$ cat src/rtl/task2_fillscreen_pkg.sv
// Shared screen geometry, counter widths and the fill state encoding for the
// task2 screen filler.
package task2_fillscreen_pkg;

  localparam int SCREEN_W = 160;
  localparam int SCREEN_H = 120;
  localparam int X_W      = 8;
  localparam int Y_W      = 7;
  localparam int COLOUR_W = 3;

  // Terminal coordinates; the scan stops on these, never on counter overflow.
  localparam logic [X_W-1:0] X_LAST = X_W'(SCREEN_W - 1);
  localparam logic [Y_W-1:0] Y_LAST = Y_W'(SCREEN_H - 1);

  typedef enum logic {
    FILL = 1'b0,
    DONE = 1'b1
  } fill_state_t;

endpackage

$ cat src/rtl/task2_fillscreen_if.sv
// Pixel-write bundle between the fill engine and whoever consumes its plots
// (the board-level VGA pins, or a bench monitor).
interface task2_fillscreen_if;
  import task2_fillscreen_pkg::*;

  logic [X_W-1:0]      x;
  logic [Y_W-1:0]      y;
  logic [COLOUR_W-1:0] colour;
  logic                plot;
  logic                done;

  modport master (output x, y, colour, plot, done);
  modport slave  (input  x, y, colour, plot, done);

endinterface

$ cat src/rtl/task2_fillscreen_fillscreen.sv
// Column-major screen fill engine: plots every pixel of the screen exactly
// once, one per clock, colouring each by its column modulo 8, then stops.
module fillscreen
  import task2_fillscreen_pkg::*;
(
  input  logic                clk,
  input  logic                rst,
  output logic                done,
  output logic [X_W-1:0]      vga_x,
  output logic [Y_W-1:0]      vga_y,
  output logic [COLOUR_W-1:0] vga_colour,
  output logic                vga_plot
);

  fill_state_t    r_state;
  logic [X_W-1:0] r_x;
  logic [Y_W-1:0] r_y;

  fill_state_t    w_nextState;
  logic [X_W-1:0] w_nextX;
  logic [Y_W-1:0] w_nextY;

  always_ff @(posedge clk or posedge rst) begin
    if (rst) begin
      r_state <= FILL;
      r_x     <= '0;
      r_y     <= '0;
    end else begin
      r_state <= w_nextState;
      r_x     <= w_nextX;
      r_y     <= w_nextY;
    end
  end

  // The plot strobe is gated by rst so it drops the instant reset asserts,
  // not at the next edge.
  always_comb begin
    w_nextState = r_state;
    w_nextX     = r_x;
    w_nextY     = r_y;
    vga_plot    = 1'b0;
    done        = 1'b0;
    case (r_state)
      FILL: begin
        vga_plot = ~rst;
        if (r_y == Y_LAST) begin
          if (r_x == X_LAST) begin
            w_nextState = DONE;
          end else begin
            w_nextY = '0;
            w_nextX = r_x + X_W'(1);
          end
        end else begin
          w_nextY = r_y + Y_W'(1);
        end
      end
      DONE: begin
        done = 1'b1;
      end
      default: begin
        w_nextState = FILL;
      end
    endcase
  end

  assign vga_x      = r_x;
  assign vga_y      = r_y;
  assign vga_colour = r_x[COLOUR_W-1:0];

endmodule

$ cat src/rtl/task2_fillscreen.sv
// Board-level wrapper: wires the fill engine to the DE-style pins and ties off
// the displays and the VGA nets owned by the external adapter.
module task2_fillscreen
  import task2_fillscreen_pkg::*;
(
  input  logic        CLOCK_50,
  input  logic [3:0]  KEY,
  input  logic [9:0]  SW,
  output logic [9:0]  LEDR,
  output logic [6:0]  HEX0,
  output logic [6:0]  HEX1,
  output logic [6:0]  HEX2,
  output logic [6:0]  HEX3,
  output logic [6:0]  HEX4,
  output logic [6:0]  HEX5,
  output logic [7:0]  VGA_R,
  output logic [7:0]  VGA_G,
  output logic [7:0]  VGA_B,
  output logic        VGA_HS,
  output logic        VGA_VS,
  output logic        VGA_CLK,
  output logic [7:0]  VGA_X,
  output logic [6:0]  VGA_Y,
  output logic [2:0]  VGA_COLOUR,
  output logic        VGA_PLOT
);

  task2_fillscreen_if w_pix ();

  logic w_unused;
  assign w_unused = &{1'b0, SW, KEY[2:0]};

  fillscreen u_fillscreen (
    .clk        (CLOCK_50),
    .rst        (KEY[3]),
    .done       (w_pix.done),
    .vga_x      (w_pix.x),
    .vga_y      (w_pix.y),
    .vga_colour (w_pix.colour),
    .vga_plot   (w_pix.plot)
  );

  assign VGA_X      = w_pix.x;
  assign VGA_Y      = w_pix.y;
  assign VGA_COLOUR = w_pix.colour;
  assign VGA_PLOT   = w_pix.plot;
  assign LEDR       = {9'b0, w_pix.done};

  assign HEX0 = 7'h7F;
  assign HEX1 = 7'h7F;
  assign HEX2 = 7'h7F;
  assign HEX3 = 7'h7F;
  assign HEX4 = 7'h7F;
  assign HEX5 = 7'h7F;

  // The VGA adapter drives these nets; this design must stay off them.
  assign VGA_R   = 'z;
  assign VGA_G   = 'z;
  assign VGA_B   = 'z;
  assign VGA_HS  = 1'bz;
  assign VGA_VS  = 1'bz;
  assign VGA_CLK = 1'bz;

endmodule

$ cat config.mk
export PLATFORM = sky130hd
export DESIGN_NAME = task2_fillscreen
export DESIGN_NICKNAME = d
export VERILOG_FILES = /design/src/rtl/task2_fillscreen_pkg.sv /design/src/rtl/task2_fillscreen_if.sv /design/src/rtl/task2_fillscreen_fillscreen.sv /design/src/rtl/task2_fillscreen.sv
export SDC_FILE = /design/constraint.sdc
export NUM_CORES = 1
export LEC_CHECK = 0
export BUFFER_PORTS_ARGS = -buffer_cell sky130_fd_sc_hd__buf_2
export CAP_MARGIN = 40
export CORE_MARGIN = 5
export CORE_UTILIZATION = 35
export DETAILED_ROUTE_END_ITERATION = 8
export PLACE_DENSITY = 0.76
export SLEW_MARGIN = 20
export SYNTH_ARGS = -nofsm -noshare
export SYNTH_HDL_FRONTEND = slang
export SYNTH_SLANG_ARGS = --single-unit
$ cat constraint.sdc
create_clock -name CLOCK_50 -period 1.85 [get_ports CLOCK_50]
set_input_delay 0 -clock CLOCK_50 [delete_from_list [all_inputs] [get_ports CLOCK_50]]
set_output_delay 0 -clock CLOCK_50 [all_outputs]
set_load 0.05 [all_outputs]
Word-level counts from Yosys, hierarchy flattened --
Index checks and enable logic that the tools add are counted.
Word-level totals: bits in read-only memories 0, output and inout bits 98, flip-flop bits (word level) 16, memories 0, RAM bits 0, bits in latches 0
Operators by class: div/mod/pow operators 0, add/subtract/negate cells 2, shifts and indexed selects 0, muxes and demuxes 7, reductions and logical operators 2, multiply operators 0, bitwise logic cells 3, eq/ne operators 3, magnitude comparators 0
Operators with widths (count):
- 7-bit 2-to-1 mux | 2
- 8-bit by 1-bit adder with 8-bit output (second input constant) | 1
- 8-bit == test (second input constant) | 1
- 7-bit by 1-bit adder with 7-bit output (second input constant) | 1
- 7-bit == test (second input constant) | 1
- 1-bit 2-to-1 mux | 5
- 1-bit NOT | 3
- 3-bit AND reduction | 1
- 2-bit != test (second input constant) | 1
- 2-bit AND reduction | 1

Logic depth before layout (Yosys ltp) --
depth after elaboration 4, depth in mapped cells 6

Cells and area by module --
A second synthesis with hierarchy kept.
Second synthesis, totals: cells, all modules 157, area, all modules 1416.4 µm²
By module, submodules not included:
- fillscreen | seq. area each 400.4 µm², instances 1, cells each 76, area an instance 815.8 µm²
- task2_fillscreen | seq. area each 0.0 µm², instances 1, cells each 81, area an instance 600.6 µm²

Worst setup path after synthesis --
No wires, ideal clock.
path type register to register, start register u_fillscreen.r_y[0] (netlist: u_fillscreen.vga_y[0]), end register u_fillscreen.r_x[7] (netlist: u_fillscreen.vga_x[7]), data arrival time 1.940 ns, period minus slack after synthesis 2.021 ns, buffers on the path 1, stages on the path, launching flop included 7, setup slack -0.171 ns, required time 1.768 ns, cells stage by stage dfrtp_1 ha_1 nand4_1 a2111o_1 buf_6 nor4_4 xor2_1
Between the ends: word-level cells in the longest chain between the ends 2
RTL lines:
- start, declared | RTL line task2_fillscreen_fillscreen.sv:17 | logic [Y_W-1:0] r_y;
- start signal, assigned | RTL line task2_fillscreen_fillscreen.sv:31 | r_y <= w_nextY;
- 7-bit == test | RTL line task2_fillscreen_fillscreen.sv:46 | if (r_y == Y_LAST) begin
- 3-bit AND reduction (no line)
- end signal, assigned | RTL line task2_fillscreen_fillscreen.sv:30 | r_x <= w_nextX;
- end, declared | RTL line task2_fillscreen_fillscreen.sv:16 | logic [X_W-1:0] r_x;
Every way passes these cells. A chain may end at the register's enable or synchronous reset.

Worst setup path after layout --
start register u_fillscreen.r_y[0] (netlist: u_fillscreen.vga_y[0]), end register u_fillscreen.r_x[1] (netlist: u_fillscreen.vga_x[1])
Same word-level chain as after synthesis.

==> impl_metrics.csv <==
group,metric,value,unit
status,status,"completed",
pwr,pwr-share-seq,0.340,
sta,period_share,0.975,
pwr,p_switching,488,µW
critical_path,crit_path_top_delay_cell,"a2111o_2",
clock_tree,cts_tree,"done",
final_layout,diodes,0,
logic_synthesis,syn_area,0.00140,mm²
logic_synthesis,synth_top_cell_by_area,"buf_4",
sta,setup_viol_count_final,0,
sta,finalMaxSlewViolations,0,
global_route,met1_usage,0.0944,
placed_design,place_inst,223,
clock_tree,path_clk_slew,60,ps
die,fp.dieArea,0.00535,mm²
placed_design,place.gp.congestion,0.798,
logic_synthesis,yosysWarnings,0,
logic_synthesis,netlist_instances,153,
placed_design,dpl_cell_area,0.00128,mm²
sta,max_freq,554,MHz
critical_path,end_kind,"flip-flop",
min_path,hold_path_class,"in2async",
logic_synthesis,synth_compound_area_frac,0.0547,
critical_path,cp.buffers_inverters,1,
die,rows,23,
critical_path,critical_path.cell_chain,"ha_2 > nand4_1 > a2111o_2 > buf_4 > mux2_2",
critical_path,cp_slowest_stage_delay,510,ps
sta,skew,1.29,ps
pwr,internal_power,542,µW
logic_synthesis,syn_area_per_cell,9.13,µm²
routing,wire_per_inst,10.7,µm
logic_synthesis,yosysUniqueCellTypes,30,
die,core_area,0.00394,mm²
pwr,p_clk_frac,0.309,
global_route,grt.overflow.total,0,
routing,drc,0,
pwr,p_leak,0.000790,µW
logic_synthesis,synth-adder-area-share,0.0179,
logic_synthesis,yosysTopAreaCellShare,0.441,
placed_design,io_buffers,21,
global_route,antenna_found_initial,0,
global_route,grt_pass1_vias,703,
logic_synthesis,yosys.area_share.simple,0.107,
pwr,power_density,747,mW/mm²
final_layout,final_cells,231,
routing,drtIter0Drc,4,
global_route,use_met3,0.0193,
clock_tree,numCtsBuffers,3,
logic_synthesis,synth_top_family_by_area,"buffers and inverters",
logic_synthesis,synth_xor_area_frac,0.0502,
critical_path,cp_max_fo,5,
logic_synthesis,async_flop_share,1.00,
die,io_pins,113,
pwr,ir_worst_vdd,0.000265,V
clock_tree,cts_max_path_buffers,2,
logic_synthesis,synthTopCellsByArea,"buf_4, dfrtp_1, xnor2_1",
routing,wirelength,2460,µm
global_route,grt_max_degree,17,
sta,min_period,1800,ps
logic_synthesis,synth_mux_area_frac,0.0161,
global_route,gr-usage-met2,0.135,
die,die_y,73.2,µm
sta,hold_viol,0,
critical_path,setup.worst_path.start_class,"flip-flop",
clock_tree,root_buffer,"clkbuf_8",
sta,holdWs,382,ps
placed_design,dp_hpwl,1940,µm
routing,routed_via_density,3.72,
clock_tree,htreeDepth,1,
global_route,grtUsageTotal,0.0824,
logic_synthesis,synth_flop_cell,"dfrtp_1",
sta,worst_slew_pin_slew,616,ps
logic_synthesis,seq_area_frac_synth,0.287,
routing,final_antenna_net_count,0,
critical_path,path_depth,5,
logic_synthesis,synth_edf_count,0,
routing,dr_total_vias,859,
critical_path,reg2regPathDepth,5,
final_layout,fin_area,0.00138,mm²
routing,first_pass_iters,4,
logic_synthesis,ys_ff_latch,16,
critical_path,cp_top_family,"compound AO/OA/AOI/OAI gates",
final_layout,area_growth,-1.34,%
critical_path,crit_arrival,1950,ps
die,initial_core_util,0.354,
sta,slew_headroom,0.589,
final_layout,final_util,0.349,
critical_path,worstSetupPathType,"reg2reg",
global_route,grt_pass1_wl,3380,µm
critical_path,crit_required,1990,ps
final_layout,final_layout_size_suffix_gt1_frac,0.254,
flow_run,drv_cap,0,
pwr,swShare,0.474,
clock_tree,insertion_delay,250,ps
global_route,busiest_layer,"met2",
pwr,combPwrFrac,0.352,
pwr,power,1030,µW
final_layout,fill_cells,420,
die,die_w,73.2,µm
clock_tree,clkSinkCount,16,
final_layout,layout.nets,199,
[logic make-up after synthesis]
logic type | count (synthesis)
compound gates | 11
xor+xnor | 8
fa+ha+maj | 2
buf+inv | 88
flops | 16
mux | 2
other cells | 2
simple gates | 24
[layout make-up]
| type | instances | area (µm²) | share of cell area |
|---|---|---|---|
| Inverter | 5 | 18.8 | 0.0136 |
| Multi-Input combinational cell | 126 | 661 | 0.480 |
| Tap cell | 50 | 62.6 | 0.0454 |
| Timing Repair Buffer | 30 | 175 | 0.127 |
| Clock buffer | 4 | 55.1 | 0.0400 |
| Sequential cell | 16 | 405 | 0.294 |
[cell usage after synthesis, types with 3 or more instances]
cell type  number
nand3_1         4
nor3_1          3
nor2_1          4
nand2_1         4
buf_4          82
a21oi_1         3
dfrtp_1        16
xnor2_1         4
xor2_1          4
inv_1           5
[routing by layer]
layer	routed length [µm]	up-vias
met1	880	394
met4	58	0
met3	295	7
li1	-	396
met2	1230	62
met5	0	-
[tightest hold or removal path, delay by kind of cell]
family	cells	cell delay (ps)
buf+inv	3	1120
[sequential cells by signal (all words and copies together), names as in the netlist]
name / count
u_fillscreen.vga_x: 8
u_fillscreen.vga_y: 7
u_fillscreen.r_state: 1
[what timing repair did]
item,CTS,global route
gates resized for setup,0,3
endpoints found under the setup margin,0,4
hold buffers,1,0
setup buffers,0,2
endpoints found under the hold margin,16,0
[layout by cell type (no fill, tap or decap), types with 2 or more instances in the layout]
cell type	Yosys	layout
nor2b_1	2	2
buf_2	0	21
inv_1	5	5
dfrtp_2	0	4
nor2_1	4	4
mux2_2	2	2
xnor2_1	4	4
clkbuf_8	0	4
dfrtp_1	16	12
nor3_1	3	3
conb_1	2	78
nand2_1	4	4
nand3_1	4	4
a21oi_1	3	3
buf_4	82	8
xor2_1	4	4
ha_2	0	2
[metrics by stage]
| stage | worst slack (ps) | TNS, ps |
|---|---|---|
| 6_report | 45.5 | 0 |
| 5_1_grt | -2.54 | -2.54 |
| 4_1_cts | 7.33 | 0 |
| 3_5_place_dp | 20.3 | 0 |
| 3_3_place_gp | 38.8 | 0 |
| 2_1_floorplan | -20.0 | -20.0 |
[power groups by stage]
| stage | Combinational [µW] | Sequential [µW] | Clock, µW |
|---|---|---|---|
| finish | 362 | 350 | 318 |
| global placement | 356 | 356 | 0 |
| CTS | 357 | 350 | 329 |
| global route | 375 | 349 | 349 |
| detailed placement | 356 | 356 | 0 |
| floorplan | 482 | 356 | 0 |
[worst paths after layout]
| path | startpoint | end | slack [ps] |
|---|---|---|---|
| worst min register to register | u_fillscreen.vga_x[7]$_DFFE_PP0P_ | u_fillscreen.vga_x[7]$_DFFE_PP0P_ | 480 |
| worst min-delay path | KEY[3] | u_fillscreen.vga_y[0]$_DFFE_PP0P_ | 380 |
| max in group asynchronous | KEY[3] | u_fillscreen.vga_y[1]$_DFFE_PP0P_ | 1030 |
| worst max-delay path | u_fillscreen.vga_y[0]$_DFFE_PP0P_ | u_fillscreen.vga_x[1]$_DFFE_PP0P_ | 50 |
| worst max register to register | u_fillscreen.vga_y[0]$_DFFE_PP0P_ | u_fillscreen.vga_x[1]$_DFFE_PP0P_ | 50 |
| min in group CLOCK_50 | u_fillscreen.vga_x[7]$_DFFE_PP0P_ | u_fillscreen.vga_x[7]$_DFFE_PP0P_ | 480 |
Note: power is estimated with default switching activity, not from simulation.
